**src/rtl/frame_write_arbiter.sv**
```systemverilog
// ---------------------------------------------------------------------------
// frame_write_arbiter
//
// N-channel write arbiter for frame buffer port A. Clients request single
// writes or locked bursts; one write per cycle is forwarded to the frame
// buffer through registered outputs, with a per-channel req/gnt handshake.
//
// Parameters
//   NUM_CH  number of client channels (>= 1)
//   ADDR_W  frame buffer address width
//   DATA_W  pixel width
//
// Ports
//   clk      in   system clock, sole clock
//   rst      in   synchronous active-high reset
//   req      in   [NUM_CH]         per-channel write request, held until granted
//   lock     in   [NUM_CH]         per-channel burst lock, keeps ownership while high
//   ch_addr  in   [NUM_CH*ADDR_W]  flat addresses, ch i = [i*ADDR_W +: ADDR_W]
//   ch_data  in   [NUM_CH*DATA_W]  flat data, ch i = [i*DATA_W +: DATA_W]
//   gnt      out  [NUM_CH]         registered one-hot (or zero) grant
//   fb_we    out                   registered frame buffer write enable
//   fb_addr  out  [ADDR_W]         registered frame buffer address
//   fb_data  out  [DATA_W]         registered frame buffer data
//   idle     out                   high when no owner and gnt == 0
//
// Build option
//   FRAME_WR_ARB_RR_EN  defined: round-robin search starting at a rotating
//                       pointer; undefined: fixed priority, lowest index wins.
// ---------------------------------------------------------------------------
module frame_write_arbiter #(
    parameter int NUM_CH = 4,
    parameter int ADDR_W = 17,
    parameter int DATA_W = 24
) (
    input  logic                     clk,
    input  logic                     rst,
    input  logic [NUM_CH-1:0]        req,
    input  logic [NUM_CH-1:0]        lock,
    input  logic [NUM_CH*ADDR_W-1:0] ch_addr,
    input  logic [NUM_CH*DATA_W-1:0] ch_data,
    output logic [NUM_CH-1:0]        gnt,
    output logic                     fb_we,
    output logic [ADDR_W-1:0]        fb_addr,
    output logic [DATA_W-1:0]        fb_data,
    output logic                     idle
);

    localparam int CH_W = (NUM_CH > 1) ? $clog2(NUM_CH) : 1;

    typedef enum logic [0:0] {
        ST_IDLE  = 1'b0,
        ST_OWNED = 1'b1
    } state_t;

    // Channel index to one-hot vector; loop form keeps indices in range for any NUM_CH
    function automatic logic [NUM_CH-1:0] to_onehot(input logic [CH_W-1:0] idx);
        logic [NUM_CH-1:0] oh;
        oh = {NUM_CH{1'b0}};
        for (int i = 0; i < NUM_CH; i++) begin
            oh[i] = (CH_W'(i) == idx);
        end
        return oh;
    endfunction

    state_t              state_r;
    state_t              state_nxt_s;
    logic [CH_W-1:0]     owner_r;
    logic [CH_W-1:0]     owner_nxt_s;
    logic [NUM_CH-1:0]   gnt_r;
    logic [NUM_CH-1:0]   gnt_nxt_s;
    logic                idle_r;
    logic                idle_nxt_s;
    logic                fb_we_r;
    logic [ADDR_W-1:0]   fb_addr_r;
    logic [DATA_W-1:0]   fb_data_r;

    logic                win_found_s;
    logic [CH_W-1:0]     win_idx_s;
    logic                win_lock_s;
    logic                owner_lock_s;
    state_t              arb_state_s;
    logic [CH_W-1:0]     arb_owner_s;
    logic [NUM_CH-1:0]   arb_gnt_s;

    logic                acc_s;
    logic [ADDR_W-1:0]   acc_addr_s;
    logic [DATA_W-1:0]   acc_data_s;

`ifdef FRAME_WR_ARB_RR_EN
    logic [CH_W-1:0]     rr_ptr_r;
    logic [CH_W-1:0]     rr_ptr_nxt_s;
    logic                arb_taken_s;
`endif

    // Winner search over current requesters (rotating start or fixed order)
    always_comb begin
        logic hit;
`ifdef FRAME_WR_ARB_RR_EN
        int   cand;
`endif
        win_found_s = 1'b0;
        win_idx_s   = {CH_W{1'b0}};
        for (int k = 0; k < NUM_CH; k++) begin
`ifdef FRAME_WR_ARB_RR_EN
            cand        = int'(rr_ptr_r) + k;
            cand        = (cand >= NUM_CH) ? (cand - NUM_CH) : cand;
            hit         = ~win_found_s & (|(req & to_onehot(CH_W'(cand))));
            win_idx_s   = hit ? CH_W'(cand) : win_idx_s;
`else
            hit         = ~win_found_s & req[k];
            win_idx_s   = hit ? CH_W'(k) : win_idx_s;
`endif
            win_found_s = win_found_s | hit;
        end
    end

    // Outcome of a fresh arbitration round (used from IDLE and on lock release)
    always_comb begin
        win_lock_s   = |(lock & to_onehot(win_idx_s));
        owner_lock_s = |(lock & to_onehot(owner_r));
        if (win_found_s) begin
            arb_gnt_s   = to_onehot(win_idx_s);
            arb_state_s = win_lock_s ? ST_OWNED : ST_IDLE;
            arb_owner_s = win_idx_s;
        end else begin
            arb_gnt_s   = {NUM_CH{1'b0}};
            arb_state_s = ST_IDLE;
            arb_owner_s = owner_r;
        end
    end

    // Next-state / next-grant logic: a locked owner keeps the grant, even with req low
    always_comb begin
        state_nxt_s = ST_IDLE;
        owner_nxt_s = owner_r;
        gnt_nxt_s   = {NUM_CH{1'b0}};
`ifdef FRAME_WR_ARB_RR_EN
        arb_taken_s = 1'b0;
`endif
        case (state_r)
            ST_OWNED: begin
                if (owner_lock_s) begin
                    state_nxt_s = ST_OWNED;
                    owner_nxt_s = owner_r;
                    gnt_nxt_s   = to_onehot(owner_r);
                end else begin
                    state_nxt_s = arb_state_s;
                    owner_nxt_s = arb_owner_s;
                    gnt_nxt_s   = arb_gnt_s;
`ifdef FRAME_WR_ARB_RR_EN
                    arb_taken_s = 1'b1;
`endif
                end
            end
            ST_IDLE: begin
                state_nxt_s = arb_state_s;
                owner_nxt_s = arb_owner_s;
                gnt_nxt_s   = arb_gnt_s;
`ifdef FRAME_WR_ARB_RR_EN
                arb_taken_s = 1'b1;
`endif
            end
            default: begin
                state_nxt_s = ST_IDLE;
                owner_nxt_s = {CH_W{1'b0}};
                gnt_nxt_s   = {NUM_CH{1'b0}};
            end
        endcase
        idle_nxt_s = (state_nxt_s == ST_IDLE) && (gnt_nxt_s == {NUM_CH{1'b0}});
    end

`ifdef FRAME_WR_ARB_RR_EN
    // Pointer advances past each newly granted winner; held OWNED cycles leave it alone
    always_comb begin
        if (arb_taken_s && win_found_s) begin
            rr_ptr_nxt_s = (win_idx_s == CH_W'(NUM_CH - 1)) ? {CH_W{1'b0}}
                                                            : (win_idx_s + CH_W'(1));
        end else begin
            rr_ptr_nxt_s = rr_ptr_r;
        end
    end

    // Round-robin pointer register
    always_ff @(posedge clk) begin
        if (rst) begin
            rr_ptr_r <= {CH_W{1'b0}};
        end else begin
            rr_ptr_r <= rr_ptr_nxt_s;
        end
    end
`endif

    // Accepted write this cycle: grant is one-hot, so an OR of masked slices selects it
    always_comb begin
        acc_s      = |(req & gnt_r);
        acc_addr_s = {ADDR_W{1'b0}};
        acc_data_s = {DATA_W{1'b0}};
        for (int i = 0; i < NUM_CH; i++) begin
            acc_addr_s = acc_addr_s |
                         ({ADDR_W{req[i] & gnt_r[i]}} & ch_addr[i*ADDR_W +: ADDR_W]);
            acc_data_s = acc_data_s |
                         ({DATA_W{req[i] & gnt_r[i]}} & ch_data[i*DATA_W +: DATA_W]);
        end
    end

    // Arbiter state, grant and frame buffer output registers
    always_ff @(posedge clk) begin
        if (rst) begin
            state_r   <= ST_IDLE;
            owner_r   <= {CH_W{1'b0}};
            gnt_r     <= {NUM_CH{1'b0}};
            idle_r    <= 1'b1;
            fb_we_r   <= 1'b0;
            fb_addr_r <= {ADDR_W{1'b0}};
            fb_data_r <= {DATA_W{1'b0}};
        end else begin
            state_r <= state_nxt_s;
            owner_r <= owner_nxt_s;
            gnt_r   <= gnt_nxt_s;
            idle_r  <= idle_nxt_s;
            fb_we_r <= acc_s;
            if (acc_s) begin
                fb_addr_r <= acc_addr_s;
                fb_data_r <= acc_data_s;
            end
        end
    end

    assign gnt     = gnt_r;
    assign fb_we   = fb_we_r;
    assign fb_addr = fb_addr_r;
    assign fb_data = fb_data_r;
    assign idle    = idle_r;

endmodule

```
**config.mk**
```make
export PLATFORM = sky130hd
export DESIGN_NAME = frame_write_arbiter
export DESIGN_NICKNAME = d
export VERILOG_FILES = /design/src/rtl/frame_write_arbiter.sv
export SDC_FILE = /design/constraint.sdc
export NUM_CORES = 1
export LEC_CHECK = 0
export CAP_MARGIN = 5
export CORE_MARGIN = 4
export CORE_UTILIZATION = 31
export CTS_CLUSTER_SIZE = 12
export DETAILED_ROUTE_END_ITERATION = 10
export HOLD_SLACK_MARGIN = 0.15
export PLACE_DENSITY = 0.8
export SYNTH_ARGS = -nofsm -noshare
export SYNTH_HDL_FRONTEND = slang
export SYNTH_SLANG_ARGS = --single-unit
```
**constraint.sdc**
```tcl
create_clock -name clk -period 2.44 [get_ports clk]
set_clock_uncertainty 0.1 [all_clocks]
set_input_delay 0.732 -clock clk [delete_from_list [all_inputs] [get_ports clk]]
set_output_delay 0.732 -clock clk [all_outputs]
set_load 0.01 [all_outputs]
```
==> impl.org <==
** Power and ir drop
- Sequential cell fraction of total power :: a little under half
- PwrDens :: roughly 410 nW/um2
- Cell leakage power :: 0.00160 uW
- Combinational share of power :: a little under a third
- The clock network accounts for approximately 23% of the total power.
- Summed over all nets, the switching power comes to about 500 uW.
- Switching part of the total power :: about a quarter
- Int Pwr :: 1470 uW
- Worst ir drop on vdd :: 0.000219 V

** Critical path
- Buf+Inv Stages, Crit Path :: 1
- The slowest stage of the critical path belongs to the cell clkdlybuf4s50_1.
- Critical path capture point type :: output pin
- The critical path is of the flip-flop to output pin type.
- Data on the critical path is required at its endpoint by roughly 1.6 ns.
- Along the worst path, the maximum fanout reaches 2.
- Kind of start point of the critical path :: flip-flop
- CP Data Arrival Time :: 1.26 ns
- The cell family contributing the most delay on the critical path is buffers and inverters.
- The setup check on the worst reg-to-reg path leaves a slack of about 0.9 ns.
- Cells along the critical path :: clkdlybuf4s50_1
- The largest single stage delay on the critical path is 0.60 ns.

** Drt
- DRC violation count after routing :: 0
- DR WL/cell :: between 15 and 20 um
- Number of nets with antenna violations after routing :: 0
- In this run, the number of DRC markers left after iteration 0 of detailed routing was 100.
- Dividing the detail-routed via count by the number of cells gives 5.28.
- The routed design has 10300 um of wire.
- The routed layout has 3169 vias.
- First-pass iteration count of the detailed router :: 5

** Yosys
- The number of nets handed over by synthesis was 464.
- The netlist uses 28 different library cells.
- Synthesis produced 290 cells.
- Post-synthesis instance area :: between 2000 and 2500 um2
- After synthesis, flip-flops and latches occupy 40.6% of the total area.
- Avg Inst Size Synth :: 8.50 um2
- Number of flip-flops and latches in the synthesized netlist :: 50
- For this run, the number of Yosys warnings is 0.

** Timing
- The worst pin sits at a relative slew slack of roughly 67%.
- Subtracting the final worst setup slack from the clock period gives roughly 2.1 ns.
- Setup repair after global routing left no endpoint under its margin.
- For the pin with the worst max-slew slack, the measured transition is 0.499 ns.
- The number of hold violations in the final report came to 0.
- Max Fclk :: roughly 0.48 GHz
- The max-slew violation count came to 0.
- Setup violations remaining at the end of the flow were counted as 0.
- Share of the clock period used by the worst path :: 85.6%
- Final setup margin :: ~0.35 ns
- Setup total negative slack on the finished layout was measured at 0 ns.
- Worst hold slack :: ~0.38 ns

** Cells and area
- The finished layout holds 600 standard cells, fillers aside.
- The number of antenna diodes in the final layout is 0.
- Number of inserted filler cells in the final layout :: approximately 650
- Compared with the post-synthesis result, the final layout area differs by 95.4%.
- Leading cell type in the layout, fill and taps excluded :: clkdlybuf4s50_1
- Final #Nets :: 672
- Top library cells by usage in the layout, fill and taps aside :: clkdlybuf4s50_1 (219), a22oi_1 (82), dfxtp_1 (50)
- Cell area after layout :: ~4800 um2
- Fraction of final layout cells sized beyond drive strength 1 :: under 10%

** Global routing
- Global routing consumed, over all layers together, slightly above 20% of the routing resources.
- After global routing the overflow that remains totals 0.
- Number of antenna violations at the first check in global routing :: 0
- Maximum number of pins on one net before global-route repair :: 43
- The first global-routing pass estimated approximately 16000 um of wire.
- Number of global-route vias before repair :: around 3200

** Clock tree
- Clock buffer count from CTS :: 5
- CTS root buf :: clkbuf_8
- Buffers inserted to repair hold after CTS numbered 0.
- CTS tree :: done
- H-tree depth :: 2
- Source-to-sink clock delay at the later pin of the worst-skew pair :: just under 0.3 ns
- Post-CTS Resized :: 0
- Clk slew on worst S/H paths :: 0.08 ns
- Once the clock tree was built, the setup fixing pass inserted 0 buffers.
- No sink is reached through more buffers than the 2 on the longest clock path.
- Num Clock Sinks :: 50

** Floorplanning
- In this run the core area contains 32 standard-cell rows.
- Io pins :: around 220
- Chip Height :: approximately 97 um
- The initial utilization of the core area, before any placement, comes to 31.9%.
- The die is 97.1 um wide.
- Standard cell core area :: a little under 8000 um2
- Total die area :: ~9400 um2

** Placed design
- Setup WS pre-CTS :: around 0.032 ns
- In this run, placement finished with an instance count of between 500 and 600.
- The count of buffers added on input and output ports is 220.
- Once detailed placement completed, the half-perimeter wirelength came to between 8000 and 9000 um.
- Summing all placed instances gives a cell area of 4740 um2.
- At the end of routability-driven placement, the weighted congestion stood at 0.859.

** Outcome
- The flow ran to the end, and the final reports show no timing, DRC or antenna violations.

** Min path
- Hold/Removal Path Class :: flip-flop to flip-flop

** Run
- Max Cap Viol :: 0
worst register-to-register path: cells and delay by family (launching register included):
family / cells / cell delay, ns
buffers and inverters: 1 / 0.26
AO/OA/AOI/OAI: 1 / 0.17
AND/OR/NAND/NOR: 3 / 0.59
flip-flops: 1 / 0.33
final timing paths:
path                     from     endpoint  depth (start not counted)
setup / recovery   fb_addr[8]   fb_addr[8]                          1
hold / removal    fb_data[22]  fb_data[22]                          2
hold reg to reg   fb_data[22]  fb_data[22]                          2
setup reg to reg       gnt[3]  fb_data[13]                          5
cells in the mapped netlist:
cell type / n / area [um2]
nand4b_1: 1 / 8.76
clkbuf_1: 25 / 93.8
nor3_1: 2 / 10.0
a21oi_1: 5 / 25.0
a31oi_1: 41 / 257
o41ai_1: 1 / 8.76
nand2_1: 45 / 169
a211oi_1: 2 / 15.0
o21ai_0: 2 / 10.0
nor4_4: 1 / 21.3
and2_4: 1 / 8.76
nand2b_1: 1 / 6.26
o31ai_1: 1 / 7.51
nand3b_1: 2 / 15.0
o221ai_1: 1 / 8.76
nor2_1: 3 / 11.3
mux2i_1: 2 / 20.0
buf_6: 5 / 56.3
and2_1: 4 / 25.0
a22oi_1: 82 / 616
nand3_1: 3 / 15.0
o22a_1: 1 / 8.76
nor2b_1: 1 / 6.26
a21o_1: 1 / 7.51
o21ai_1: 2 / 10.0
dfxtp_1: 50 / 1000
or4_1: 1 / 7.51
inv_1: 4 / 15.0
per-layer routing:
metal | GRT usage (%) | vias to the layer above | part of all wire, %
li1 | - | 1537 | -
met1 | 23.0 | 1442 | 38
met2 | 37.2 | 176 | 49
met3 | 6.89 | 14 | 10
met4 | 5.29 | 0 | 1.6
met5 | 0 | - | 0
power groups by stage:
stage               sequential, uW  clock (uW)  combinational [uW]
floorplan                      941           0                 166
global placement               920           0                 608
detailed placement             922           0                 618
CTS                            902         469                 620
global route                   910         499                 659
finish                         902         454                 616
cell type report:
class                   count  area [um2]  area share [%]
repair buffers            231        2290            47.6
well taps                 102         128            2.65
multi-input cells         206        1300            27.0
inverters                   4        15.0           0.312
flip-flops and latches     50        1000            20.8
clock buffers               7        76.3            1.59
flip-flops by register name, summed over array words and instances (netlist names):
name / cells
state_r: 1
fb_we: 1
gnt: 4
owner_r: 2
fb_data: 24
fb_addr: 17
idle: 1
per-stage QoR:
step,power (uW),utilization [%]
4_1_cts,1990,62.3
2_1_floorplan,1110,-
3_5_place_dp,1540,61.3
5_1_grt,2070,62.3
6_report,1970,62.3
3_3_place_gp,1530,61.3
cells by family (layout without fill, tap and decap cells):
logic type	after synthesis	in the layout	share of synthesized area, %
AO/OA/AOI/OAI	139	139	39.5
multiplexers	2	2	0.813
AND/OR/NAND/NOR	65	65	12.3
buffers and inverters	34	242	6.70
flip-flops	50	50	40.6
(Power assumes the default switching activity.)
